==> config.mk <==
export PLATFORM = sky130hd
export DESIGN_NAME = switch_box_cfg_flat
export DESIGN_NICKNAME = d
export VERILOG_FILES = /design/src/rtl/switch_box_cfg_if.sv /design/src/rtl/switch_box_cfg.sv /design/src/flat_wrapper.sv
export SDC_FILE = /design/constraint.sdc
export NUM_CORES = 1
export LEC_CHECK = 0
export ABC_AREA = 1
export CAP_MARGIN = 0
export CORE_AREA = 5 5 80 82
export CTS_CLUSTER_DIAMETER = 40
export CTS_CLUSTER_SIZE = 14
export DETAILED_ROUTE_END_ITERATION = 8
export DIE_AREA = 0 0 85 87
export PLACE_DENSITY = 0.68
export SYNTH_ARGS = -nofsm -noshare
export SYNTH_HDL_FRONTEND = slang
export SYNTH_SLANG_ARGS = --single-unit
export TNS_END_PERCENT = 10
==> constraint.sdc <==
create_clock -name prog_clk -period 4 [get_ports prog_clk]
set_clock_uncertainty 0.05 [all_clocks]
set_input_delay 0.8 -clock prog_clk [delete_from_list [all_inputs] [get_ports prog_clk]]
set_output_delay 0.8 -clock prog_clk [all_outputs]
set_load 0.02 [all_outputs]
==> src/rtl/switch_box_cfg_if.sv <==
`default_nettype none
// ============================================================================
// Module      : switch_box_cfg_if
// Description : Track bundle of one switch box: four sides of WIDTH-bit
//               incoming values, driven values and per-track drive enables.
// Revision    : 1.0 - initial release
// ============================================================================
interface switch_box_cfg_if #(
    parameter int WIDTH = 3
);
    logic [WIDTH-1:0] l_in;
    logic [WIDTH-1:0] t_in;
    logic [WIDTH-1:0] r_in;
    logic [WIDTH-1:0] b_in;
    logic [WIDTH-1:0] l_out;
    logic [WIDTH-1:0] t_out;
    logic [WIDTH-1:0] r_out;
    logic [WIDTH-1:0] b_out;
    logic [WIDTH-1:0] l_oe;
    logic [WIDTH-1:0] t_oe;
    logic [WIDTH-1:0] r_oe;
    logic [WIDTH-1:0] b_oe;

    // master = surrounding fabric, slave = the switch box
    modport master (
        output l_in, t_in, r_in, b_in,
        input  l_out, t_out, r_out, b_out,
        input  l_oe, t_oe, r_oe, b_oe
    );

    modport slave (
        input  l_in, t_in, r_in, b_in,
        output l_out, t_out, r_out, b_out,
        output l_oe, t_oe, r_oe, b_oe
    );
endinterface
`default_nettype wire

==> src/rtl/switch_box_cfg.sv <==
`default_nettype none
// ============================================================================
// Module      : switch_box_cfg
// Description : Directional-track switch box with shift-chain shadow config,
//               atomic commit, optional track rotation and registered outputs.
// Revision    : 1.0 - initial release
// ============================================================================
module switch_box_cfg #(
    parameter int WIDTH   = 3,
    parameter int PATTERN = 0,
    parameter int REG_OUT = 0
) (
    input  wire             prog_clk,
    input  wire             prog_rst,
    input  wire             prog_in,
    input  wire             prog_en,
    input  wire             prog_commit,
    output logic            prog_out,
    output logic            cfg_valid,
    switch_box_cfg_if.slave trk
);

    localparam int NUM_MUX  = 4 * WIDTH;
    localparam int NUM_BITS = 2 * NUM_MUX;

    logic [NUM_BITS-1:0] sh_q;
    logic [NUM_BITS-1:0] sh_d;
    logic [NUM_BITS-1:0] act_q;
    logic [NUM_BITS-1:0] act_d;
    logic                cfg_valid_q;
    logic                cfg_valid_d;

    logic [WIDTH-1:0]    w_side_in [4];
    logic [NUM_MUX-1:0]  w_mux;
    logic [NUM_MUX-1:0]  w_oe;
    logic [NUM_MUX-1:0]  w_out;

    // Commit captures the shadow as it stood before this edge's shift.
    always_comb begin
        sh_d        = sh_q;
        act_d       = act_q;
        cfg_valid_d = cfg_valid_q;
        if (prog_en) begin
            sh_d = {sh_q[NUM_BITS-2:0], prog_in};
        end
        if (prog_commit) begin
            act_d       = sh_q;
            cfg_valid_d = 1'b1;
        end
    end

    always_ff @(posedge prog_clk or posedge prog_rst) begin
        if (prog_rst) begin
            sh_q        <= '0;
            act_q       <= '0;
            cfg_valid_q <= 1'b0;
        end else begin
            sh_q        <= sh_d;
            act_q       <= act_d;
            cfg_valid_q <= cfg_valid_d;
        end
    end

    assign prog_out  = sh_q[NUM_BITS-1];
    assign cfg_valid = cfg_valid_q;

    assign w_side_in[0] = trk.l_in;
    assign w_side_in[1] = trk.t_in;
    assign w_side_in[2] = trk.r_in;
    assign w_side_in[3] = trk.b_in;

    // Select 1/2/3 = next clockwise / opposite / previous side, i.e. side+sel mod 4.
    for (genvar s = 0; s < 4; s++) begin : g_side
        for (genvar i = 0; i < WIDTH; i++) begin : g_trk
            localparam int K     = s * WIDTH + i;
            localparam int S_CW  = (s + 1) % 4;
            localparam int S_OPP = (s + 2) % 4;
            localparam int S_CCW = (s + 3) % 4;
            localparam int I_CW  = (PATTERN == 1) ? (i + 1) % WIDTH : i;
            localparam int I_CCW = (PATTERN == 1) ? (i + WIDTH - 1) % WIDTH : i;

            logic [1:0] w_sel;
            assign w_sel = act_q[2*K +: 2];

            assign w_mux[K] = !cfg_valid_q   ? 1'b0 :
                              (w_sel == 2'd1) ? w_side_in[S_CW][I_CW] :
                              (w_sel == 2'd2) ? w_side_in[S_OPP][i] :
                              (w_sel == 2'd3) ? w_side_in[S_CCW][I_CCW] :
                                                1'b0;
            assign w_oe[K]  = cfg_valid_q & (w_sel != 2'd0);
        end
    end

    if (REG_OUT != 0) begin : g_reg_out
        logic [NUM_MUX-1:0] out_q;
        always_ff @(posedge prog_clk or posedge prog_rst) begin
            if (prog_rst) begin
                out_q <= '0;
            end else begin
                out_q <= w_mux;
            end
        end
        assign w_out = out_q;
    end else begin : g_comb_out
        assign w_out = w_mux;
    end

    assign trk.l_out = w_out[0*WIDTH +: WIDTH];
    assign trk.t_out = w_out[1*WIDTH +: WIDTH];
    assign trk.r_out = w_out[2*WIDTH +: WIDTH];
    assign trk.b_out = w_out[3*WIDTH +: WIDTH];
    assign trk.l_oe  = w_oe[0*WIDTH +: WIDTH];
    assign trk.t_oe  = w_oe[1*WIDTH +: WIDTH];
    assign trk.r_oe  = w_oe[2*WIDTH +: WIDTH];
    assign trk.b_oe  = w_oe[3*WIDTH +: WIDTH];

endmodule
`default_nettype wire

==> src/flat_wrapper.sv <==
// flat-port wrapper written by rule: the top's interface ports become plain ports
module switch_box_cfg_flat 
#(
    parameter int WIDTH   = 3,
    parameter int PATTERN = 0,
    parameter int REG_OUT = 0
)
  (prog_clk, prog_rst, prog_in, prog_en, prog_commit, prog_out, cfg_valid, trk_l_in, trk_t_in, trk_r_in, trk_b_in, trk_l_out, trk_t_out, trk_r_out, trk_b_out, trk_l_oe, trk_t_oe, trk_r_oe, trk_b_oe);
  switch_box_cfg_if #(.WIDTH(WIDTH)) trk_i ();
  input  wire prog_clk;
  input  wire prog_rst;
  input  wire prog_in;
  input  wire prog_en;
  input  wire prog_commit;
  output logic prog_out;
  output logic cfg_valid;
  input wire logic [$bits(trk_i.l_in)-1:0] trk_l_in;
  input wire logic [$bits(trk_i.t_in)-1:0] trk_t_in;
  input wire logic [$bits(trk_i.r_in)-1:0] trk_r_in;
  input wire logic [$bits(trk_i.b_in)-1:0] trk_b_in;
  output wire logic [$bits(trk_i.l_out)-1:0] trk_l_out;
  output wire logic [$bits(trk_i.t_out)-1:0] trk_t_out;
  output wire logic [$bits(trk_i.r_out)-1:0] trk_r_out;
  output wire logic [$bits(trk_i.b_out)-1:0] trk_b_out;
  output wire logic [$bits(trk_i.l_oe)-1:0] trk_l_oe;
  output wire logic [$bits(trk_i.t_oe)-1:0] trk_t_oe;
  output wire logic [$bits(trk_i.r_oe)-1:0] trk_r_oe;
  output wire logic [$bits(trk_i.b_oe)-1:0] trk_b_oe;
  assign trk_i.l_in = trk_l_in;
  assign trk_i.t_in = trk_t_in;
  assign trk_i.r_in = trk_r_in;
  assign trk_i.b_in = trk_b_in;
  assign trk_l_out = trk_i.l_out;
  assign trk_t_out = trk_i.t_out;
  assign trk_r_out = trk_i.r_out;
  assign trk_b_out = trk_i.b_out;
  assign trk_l_oe = trk_i.l_oe;
  assign trk_t_oe = trk_i.t_oe;
  assign trk_r_oe = trk_i.r_oe;
  assign trk_b_oe = trk_i.b_oe;
  switch_box_cfg #(.WIDTH(WIDTH), .PATTERN(PATTERN), .REG_OUT(REG_OUT)) u_core (.prog_clk(prog_clk), .prog_rst(prog_rst), .prog_in(prog_in), .prog_en(prog_en), .prog_commit(prog_commit), .prog_out(prog_out), .cfg_valid(cfg_valid), .trk(trk_i));
endmodule
==> impl_metrics.yaml, run 1 <==
timing:
  hold_viol_final: 0
  min_period_over_period_pct: 77.2
  finalSetupTns_ns: 0
  fin_crit_ns: 3.09
  rsz0062_at_grt: "no"
  slew_headroom_pct: 34.8
  setup_violations: 0
  worst_slew_pin_slew_ns: 0.976
  max_freq_ghz: 0.324
  drv_slew: 0
die:
  dieArea_um2: 7400
  io_pins: 43
  die_x_um: 85
  initial_utilization_pct: 42.7
  core_um2: 5680
  die_h_um: 87
  rows: 28
worst_setup_path:
  path_class: "input port to output pin"
  worstReg2RegEnd: "u_core.cfg_valid"
  rrSetupSlack_ns: 2.93
  cp-end-kind: "output pin"
  cp_slowest_cell: "clkdlybuf4s50_1"
  path_cells: "clkdlybuf4s50_1 > inv_1 > nand2_1 > nand3_1 > nor2_1 > clkdlybuf4s50_1"
  crit_required_ns: 3.15
  startpoint_type: "input port"
  slowest_delay_ns: 0.60
  cp_max_fo: 3
  arrival_ns: 2.24
  r2r-start: "u_core.cfg_valid"
  r2r_cells: 1
  worst_path_most_repeated_cell: "clkdlybuf4s50_1"
cells_and_area:
  seq_area_um2: 1230
  nFillCells: 549
  syn_to_final_growth_pct: 22.7
  final_common_cell: "nand2_1"
  final_nets: 384
  mostFrequentLayoutCells: "96 x nand2_1, 60 x inv_1, 49 x dfrtp_1, 42 x clkdlybuf4s50_1, 36 x nor2_1"
  drive_gt1_share_pct: 3.26
  utilization_pct: 52.3
  diodes: 0
  stdcell_count: 443
  multi_input_area_um2: 866
cts:
  clockRootBuffer: "clkbuf_8"
  hold_buffers: 0
  h-tree-depth: 2
  cts_tree: "yes"
  path_clk_slew_ns: 0.08
  cts_max_path_buffers: 2
  cts_sinks: 49
  cts_buffers: 5
  cts_setup_buffers: 0
  cts_resized: 0
  insertion_delay_ns: 0.28
grt:
  grt_pass1_vias: 1975
  antenna_found_initial: 0
  grt_pass1_wl_um: 8560
  grt_overflow_total: 0
  grt_max_degree: 50
  grt_usage_pct: 14.2
power_and_ir_drop:
  p_leak_uw: 0.00158
  vdd_ir_drop_max_uv: 237
  powerDensity_nw_per_um2: 454
placement:
  post-dp-hpwl_um: 3580
  io_buffers: 42
  gp_routability_congestion: 0.792
  dp.cells: 435
routing:
  via_count: 2088
  drtIter0Drc: 119
  drc: 0
  drt-total-wl_um: 4980
  wire_per_inst_um: 11.3
  viasPerCell: 4.71
  firstDrtPassIters: 4
  antenna_left: 0
min_path:
  hold-path-endpoint: "u_core.act_q[0]"
  hold_class: "flip-flop to flip-flop"
  hp-start: "u_core.sh_q[0]"
  worstHoldPathCells: 2
run_status:
  status: "finished, final reports clean"
synthesis:
  ys_ff_latch: 49
  synth_cell_types: 15
  yosysWarnings: 0
  syn-num-nets: 345
  ys_seq_area_share_pct: 50.6
  syn_inst: 328
  avgSynthCellArea_um2: 7.38
  syn-cell-area_um2: 2420
flow_run:
  max_cap_violations: 0
## stage by stage
step | hold slack (ns) | instance area [um2] | setup slack [ns] | power, uW
6_report | 0.436 | 2970 | 0.913 | 1350
5_1_grt | 0.484 | 2970 | 0.823 | 1430
4_1_cts | 0.443 | 2970 | 0.903 | 1360
3_5_place_dp | 0.420 | 2850 | 0.905 | 1010
3_3_place_gp | 0.414 | 2850 | 0.905 | 1000
2_1_floorplan | 0.400 | 2420 | 1.91 | 852
## sequential cells by signal (all words and copies together), names as in the netlist
register          flops
u_core.sh_q          24
u_core.act_q         24
u_core.cfg_valid      1
## where the power goes
part,internal (uW),leakage (uW),total (uW),switching (uW)
Combinational,167,0.000943,389,222
Clock,204,0.0000585,351,147
Sequential,565,0.000581,608,43.5
Total,936,0.00158,1350,412
## worst max-delay path by stage
| stage | start | to | slack, ns | cells after the start |
|---|---|---|---|---|
| 2_1_floorplan | trk_b_in[1] | trk_r_out[1] | 1.91 | 4 |
| 3_3_place_gp | trk_r_in[0] | trk_t_out[0] | 0.91 | 6 |
| 3_5_place_dp | trk_r_in[0] | trk_t_out[0] | 0.91 | 6 |
| 4_1_cts | trk_r_in[0] | trk_t_out[0] | 0.90 | 6 |
| 5_1_grt | trk_b_in[0] | trk_r_out[0] | 0.82 | 6 |
| 6_report | trk_t_in[1] | trk_l_out[1] | 0.91 | 6 |
## cell usage after synthesis
| cell | instances | area, um2 |
|---|---|---|
| inv_1 | 61 | 229 |
| dfrtp_1 | 49 | 1230 |
| clkbuf_2 | 1 | 5.00 |
| nand2_1 | 96 | 360 |
| a21oi_1 | 23 | 115 |
| inv_2 | 1 | 3.75 |
| a21oi_2 | 1 | 8.76 |
| or2_1 | 1 | 6.26 |
| o21ai_1 | 5 | 25.0 |
| nor2_1 | 36 | 135 |
| nand3_1 | 12 | 60.1 |
| o21ai_0 | 31 | 155 |
| buf_2 | 4 | 20.0 |
| buf_4 | 2 | 15.0 |
| buf_6 | 5 | 56.3 |
## critical path, delay by kind of cell
family / cells / cell delay [ns]
buf+inv: 3 / 1.18
simple gates: 3 / 0.25
## metal layers
| metal | vias up | global-route usage [%] | part of all wire [%] |
|---|---|---|---|
| met2 | 24 | 25.8 | 49 |
| li1 | 1068 | - | - |
| met4 | 0 | 4.32 | 1.5 |
| met1 | 988 | 17.2 | 47 |
| met5 | - | 0 | 0 |
| met3 | 8 | 2.27 | 2.6 |
## layout make-up
cell class | count | area share (%)
tap | 75 | 3.16
timing repair buffer | 44 | 14.7
inverter | 62 | 7.83
multi-input combinational | 205 | 29.1
clock buffer | 7 | 2.91
clock inverter | 1 | 1.01
sequential | 49 | 41.3
## cell families after synthesis
kind of cell | synth area share [%]
compound gates | 12.6
buf+inv | 13.6
flops | 50.6
simple gates | 23.2
Note: power is estimated with default switching activity, not from simulation.
==> run 2: changes to the inputs <==
Settings changed: PLACE_DENSITY 0.68 to 0.71.
Clock period 4 ns to 2.6 ns, I/O delays scaled along.
==> impl_metrics.yaml, run 2 (synthesis gave the netlist of run 1 again) <==
die:
  core_um2: 5680
  initial_utilization_pct: 42.7
  die_x_um: 85
  io_pins: 43
  die_h_um: 87
  dieArea_um2: 7400
  rows: 28
worst_setup_path:
  cp_max_fo: 3
  cp_slowest_cell: "clkdlybuf4s50_1"
  worstReg2RegEnd: "u_core.cfg_valid"
  arrival_ns: 1.95
  r2r_cells: 2
  worst_path_most_repeated_cell: "clkdlybuf4s50_1"
  startpoint: "trk_t_in[0]"
  timing.critical_path.buf_inv: 3
  path_cells: "clkdlybuf4s50_1 > inv_1 > nand2_1 > nand3_1 > nor2_1 > clkdlybuf4s50_1"
  crit_end: "trk_l_out[0]"
  cpLargestDelayFamily: "buffers and inverters"
  rrSetupSlack_ns: 1.63
  path_class: "input port to output pin"
  startpoint_type: "input port"
  cp-end-kind: "output pin"
  r2r-start: "u_core.cfg_valid"
  crit_required_ns: 2.03
  path_depth: 6
  slowest_delay_ns: 0.61
cells_and_area:
  nFillCells: 534
  final_common_cell: "nand2_1"
  diodes: 0
  drive_gt1_share_pct: 3.52
  seq_area_um2: 1230
  stdcell_count: 444
  syn_to_final_growth_pct: 22.7
  final_cell_area_um2: 2970
  multi_input_area_um2: 866
  mostFrequentLayoutCells: "96 x nand2_1, 60 x inv_1, 49 x dfrtp_1, 41 x clkdlybuf4s50_1, 36 x nor2_1"
  final_nets: 386
run_status:
  status: "finished, final reports clean"
power_and_ir_drop:
  vdd_ir_drop_max_uv: 273
  power_uw: 1970
  powerDensity_nw_per_um2: 662
  p_leak_uw: 0.00159
grt:
  grt_pass1_wl_um: 8830
  grt_pass1_vias: 2012
  grt_max_degree: 50
  grt_overflow_total: 0
  antenna_found_initial: 0
  grt_usage_pct: 14.6
routing:
  wire_per_inst_um: 10.9
  firstDrtPassIters: 4
  viasPerCell: 4.73
  drtIter0Drc: 114
  drc: 0
  antenna_left: 0
  via_count: 2102
  drt-total-wl_um: 4850
placement:
  gp_routability_congestion: 0.816
  placed_area_um2: 2880
  dp.cells: 437
  io_buffers: 42
  post-dp-hpwl_um: 3490
cts:
  cts_setup_buffers: 0
  cts_resized: 0
  cts_max_path_buffers: 2
  insertion_delay_ns: 0.29
  path_clk_slew_ns: 0.08
  hold_buffers: 0
  cts_sinks: 49
  cts_tree: "yes"
  h-tree-depth: 2
  cts_buffers: 5
  clockRootBuffer: "clkbuf_8"
timing:
  setup_violations: 0
  slew_headroom_pct: 64.7
  worst_slew_pin_slew_ns: 0.529
  finalSetupTns_ns: 0
  max_freq_ghz: 0.397
  fin_crit_ns: 2.52
  hold_viol_final: 0
  drv_slew: 0
  rsz0062_at_grt: "no"
  min_period_over_period_pct: 96.8
flow_run:
  max_cap_violations: 0
min_path:
  hold_class: "flip-flop to flip-flop"
-- run 2: cell count changes in the layout (fill, tap and decap cells not counted) --
cell,previous run,this run
clkdlybuf4s50_1,42,41
bufinv_16,1,0
buf_12,0,1
buf_4,2,3
dlymetal6s2s_1,0,1
-- run 2: per-layer routing --
layer  share of wire, %  track usage [%]  vias to the layer above
li1                   -                -                     1081
met1                 46             18.4                      987
met2                 48             23.9                       27
met3                3.5             2.55                        7
met4                2.1             7.63                        0
met5                  0                0                        -
-- run 2: how the worst min path moves through the flow --
| stage | cells after the start | start | slack (ns) | to |
|---|---|---|---|---|
| after floorplan | 2 | u_core.sh_q[0] | 0.40 | u_core.act_q[0] |
| after global placement | 2 | u_core.sh_q[20] | 0.42 | u_core.act_q[20] |
| after detailed placement | 2 | u_core.sh_q[18] | 0.42 | u_core.act_q[18] |
| after CTS | 2 | u_core.sh_q[0] | 0.44 | u_core.act_q[0] |
| after global routing | 2 | u_core.sh_q[16] | 0.47 | u_core.act_q[16] |
| final | 2 | u_core.sh_q[2] | 0.43 | u_core.act_q[2] |
-- run 2: final cells by class --
type	instances	share of cell area [%]
clock buffer	7	2.91
multi-input combinational	205	29.1
timing repair buffer	46	15.7
tap	75	3.16
inverter	62	7.83
sequential	49	41.3
-- run 2: tightest hold or removal path, stage by stage (launching register included) --
cell	delay, ns
dfrtp_1	0.35
nand2_1	0.05
o21ai_0	0.06
-- run 2: through the flow --
stage	hold WS (ns)	setup WS (ns)	utilization [%]
floorplan	0.400	0.857	-
detailed placement	0.415	0.0712	50.8
finish	0.435	0.0830	52.3
global route	0.469	0.0127	52.3
CTS	0.440	0.0703	52.3
global placement	0.417	0.0890	50.8
-- run 2: power by group --
group | switching (uW) | internal (uW)
Combinational | 339 | 259
Clock | 226 | 211
Sequential | 63.1 | 869
==> run 3: changes to the inputs <==
Settings changed: GPL_TIMING_DRIVEN set to 0.
==> impl_metrics.yaml, run 3 (synthesis gave the netlist of run 1 again) <==
cells_and_area:
  mostFrequentLayoutCells: "96 x nand2_1, 60 x inv_1, 49 x dfrtp_1, 39 x clkdlybuf4s50_1, 36 x nor2_1"
  final_common_cell: "nand2_1"
  syn_to_final_growth_pct: 26.3
  drive_gt1_share_pct: 6.37
  diodes: 0
  nFillCells: 556
  final_nets: 393
routing:
  viasPerCell: 4.78
  drc: 0
  firstDrtPassIters: 5
  via_count: 2160
  wire_per_inst_um: 12.6
  drt-total-wl_um: 5710
  drtIter0Drc: 159
  antenna_left: 0
grt:
  grt_pass1_vias: 2124
  grt_usage_pct: 16.4
  grt_overflow_total: 0
  antenna_found_initial: 0
  grt_max_degree: 41
  grt_pass1_wl_um: 9660
worst_setup_path:
  crit_required_ns: 2.03
  startpoint_type: "input port"
  path_class: "input port to output pin"
  cp_max_fo: 3
  cp-end-kind: "output pin"
  arrival_ns: 1.96
timing:
  fin_crit_ns: 2.53
  slew_headroom_pct: 84.3
  setup_violations: 0
  max_freq_ghz: 0.395
  drv_slew: 0
  worst_slew_pin_slew_ns: 0.236
  rsz0062_at_grt: "no"
  hold_viol_final: 0
  worst_slack_ns: 0.0658
  min_period_over_period_pct: 97.5
cts:
  cts_buffers: 5
  cts_tree: "yes"
  insertion_delay_ns: 0.30
  path_clk_slew_ns: 0.09
  hold_buffers: 0
  cts_sinks: 49
  clockRootBuffer: "clkbuf_8"
  cts_max_path_buffers: 2
  h-tree-depth: 2
placement:
  post-dp-hpwl_um: 4130
  gp_routability_congestion: 0.788
  pre_cts_ws_ns: 0.0699
  io_buffers: 40
power_and_ir_drop:
  powerDensity_nw_per_um2: 690
  vdd_ir_drop_max_uv: 310
  p_leak_uw: 0.00164
  power_uw: 2110
flow_run:
  max_cap_violations: 0
die:
  die_h_um: 87
  dieArea_um2: 7400
  die_x_um: 85
  initial_utilization_pct: 42.7
  core_um2: 5680
  io_pins: 43
  rows: 28
run_status:
  status: "finished, final reports clean"
min_path:
  hold_class: "input port to asynchronous set/reset pin"
run 3: where the power goes:
part / internal (uW) / switching, uW
Combinational: 265 / 349
Sequential: 869 / 66.2
Clock: 313 / 248
run 3: area by class of cell:
cell class	count	area (um2)	share of cell area, %
Sequential cell	49	1230	40.1
Inverter	62	233	7.61
Clock buffer	6	82.6	2.70
Tap cell	75	93.8	3.07
Clock inverter	2	37.5	1.23
Buffer	12	96.3	3.15
Multi-Input combinational cell	205	866	28.3
Timing Repair Buffer	41	423	13.8
run 3: repair_timing:
action,4_1_cts,5_1_grt
setup endpoints to repair,0,1
buffers inserted,0,0
resized for setup,0,1
run 3: worst max-delay path: stages:
cell             delay, ns
clkdlybuf4s50_1       0.55
inv_1                 0.06
nand2_1               0.07
nand3_1               0.07
nor2_1                0.10
clkdlybuf4s50_1       0.60
run 3: layer usage:
metal / routed length, um / share of wire (%) / global-route usage, % / vias up
met5: 0 / 0 / 0 / -
met4: 111 / 1.9 / 6.04 / 0
met2: 2830 / 49 / 29.1 / 45
met3: 235 / 4.1 / 2.65 / 9
li1: - / - / - / 1083
met1: 2540 / 44 / 20.0 / 1023
run 3: worst paths after layout:
path,startpoint,to,slack (ns),cells after the start
setup reg to reg,u_core.cfg_valid,u_core.cfg_valid,1.75,1
max in group asynchronous,prog_rst,u_core.sh_q[20],1.64,3
hold reg to reg,u_core.sh_q[20],u_core.act_q[20],0.43,2
min in group prog_clk,u_core.sh_q[20],u_core.act_q[20],0.43,2
hold / removal,prog_rst,u_core.act_q[11],0.39,2
setup / recovery,trk_r_in[2],trk_t_out[2],0.07,6
run 3: stage by stage:
step | instances | hold slack [ns] | utilization, % | setup TNS, ns | cell area, um2
2_1_floorplan | 328 | 0.400 | - | 0 | 2420
3_3_place_gp | 443 | 0.413 | 51.4 | -1.71 | 2920
3_5_place_dp | 444 | 0.419 | 51.7 | 0 | 2940
4_1_cts | 452 | 0.394 | 53.8 | 0 | 3060
5_1_grt | 452 | 0.421 | 53.9 | 0 | 3060
6_report | 452 | 0.394 | 53.9 | 0 | 3060
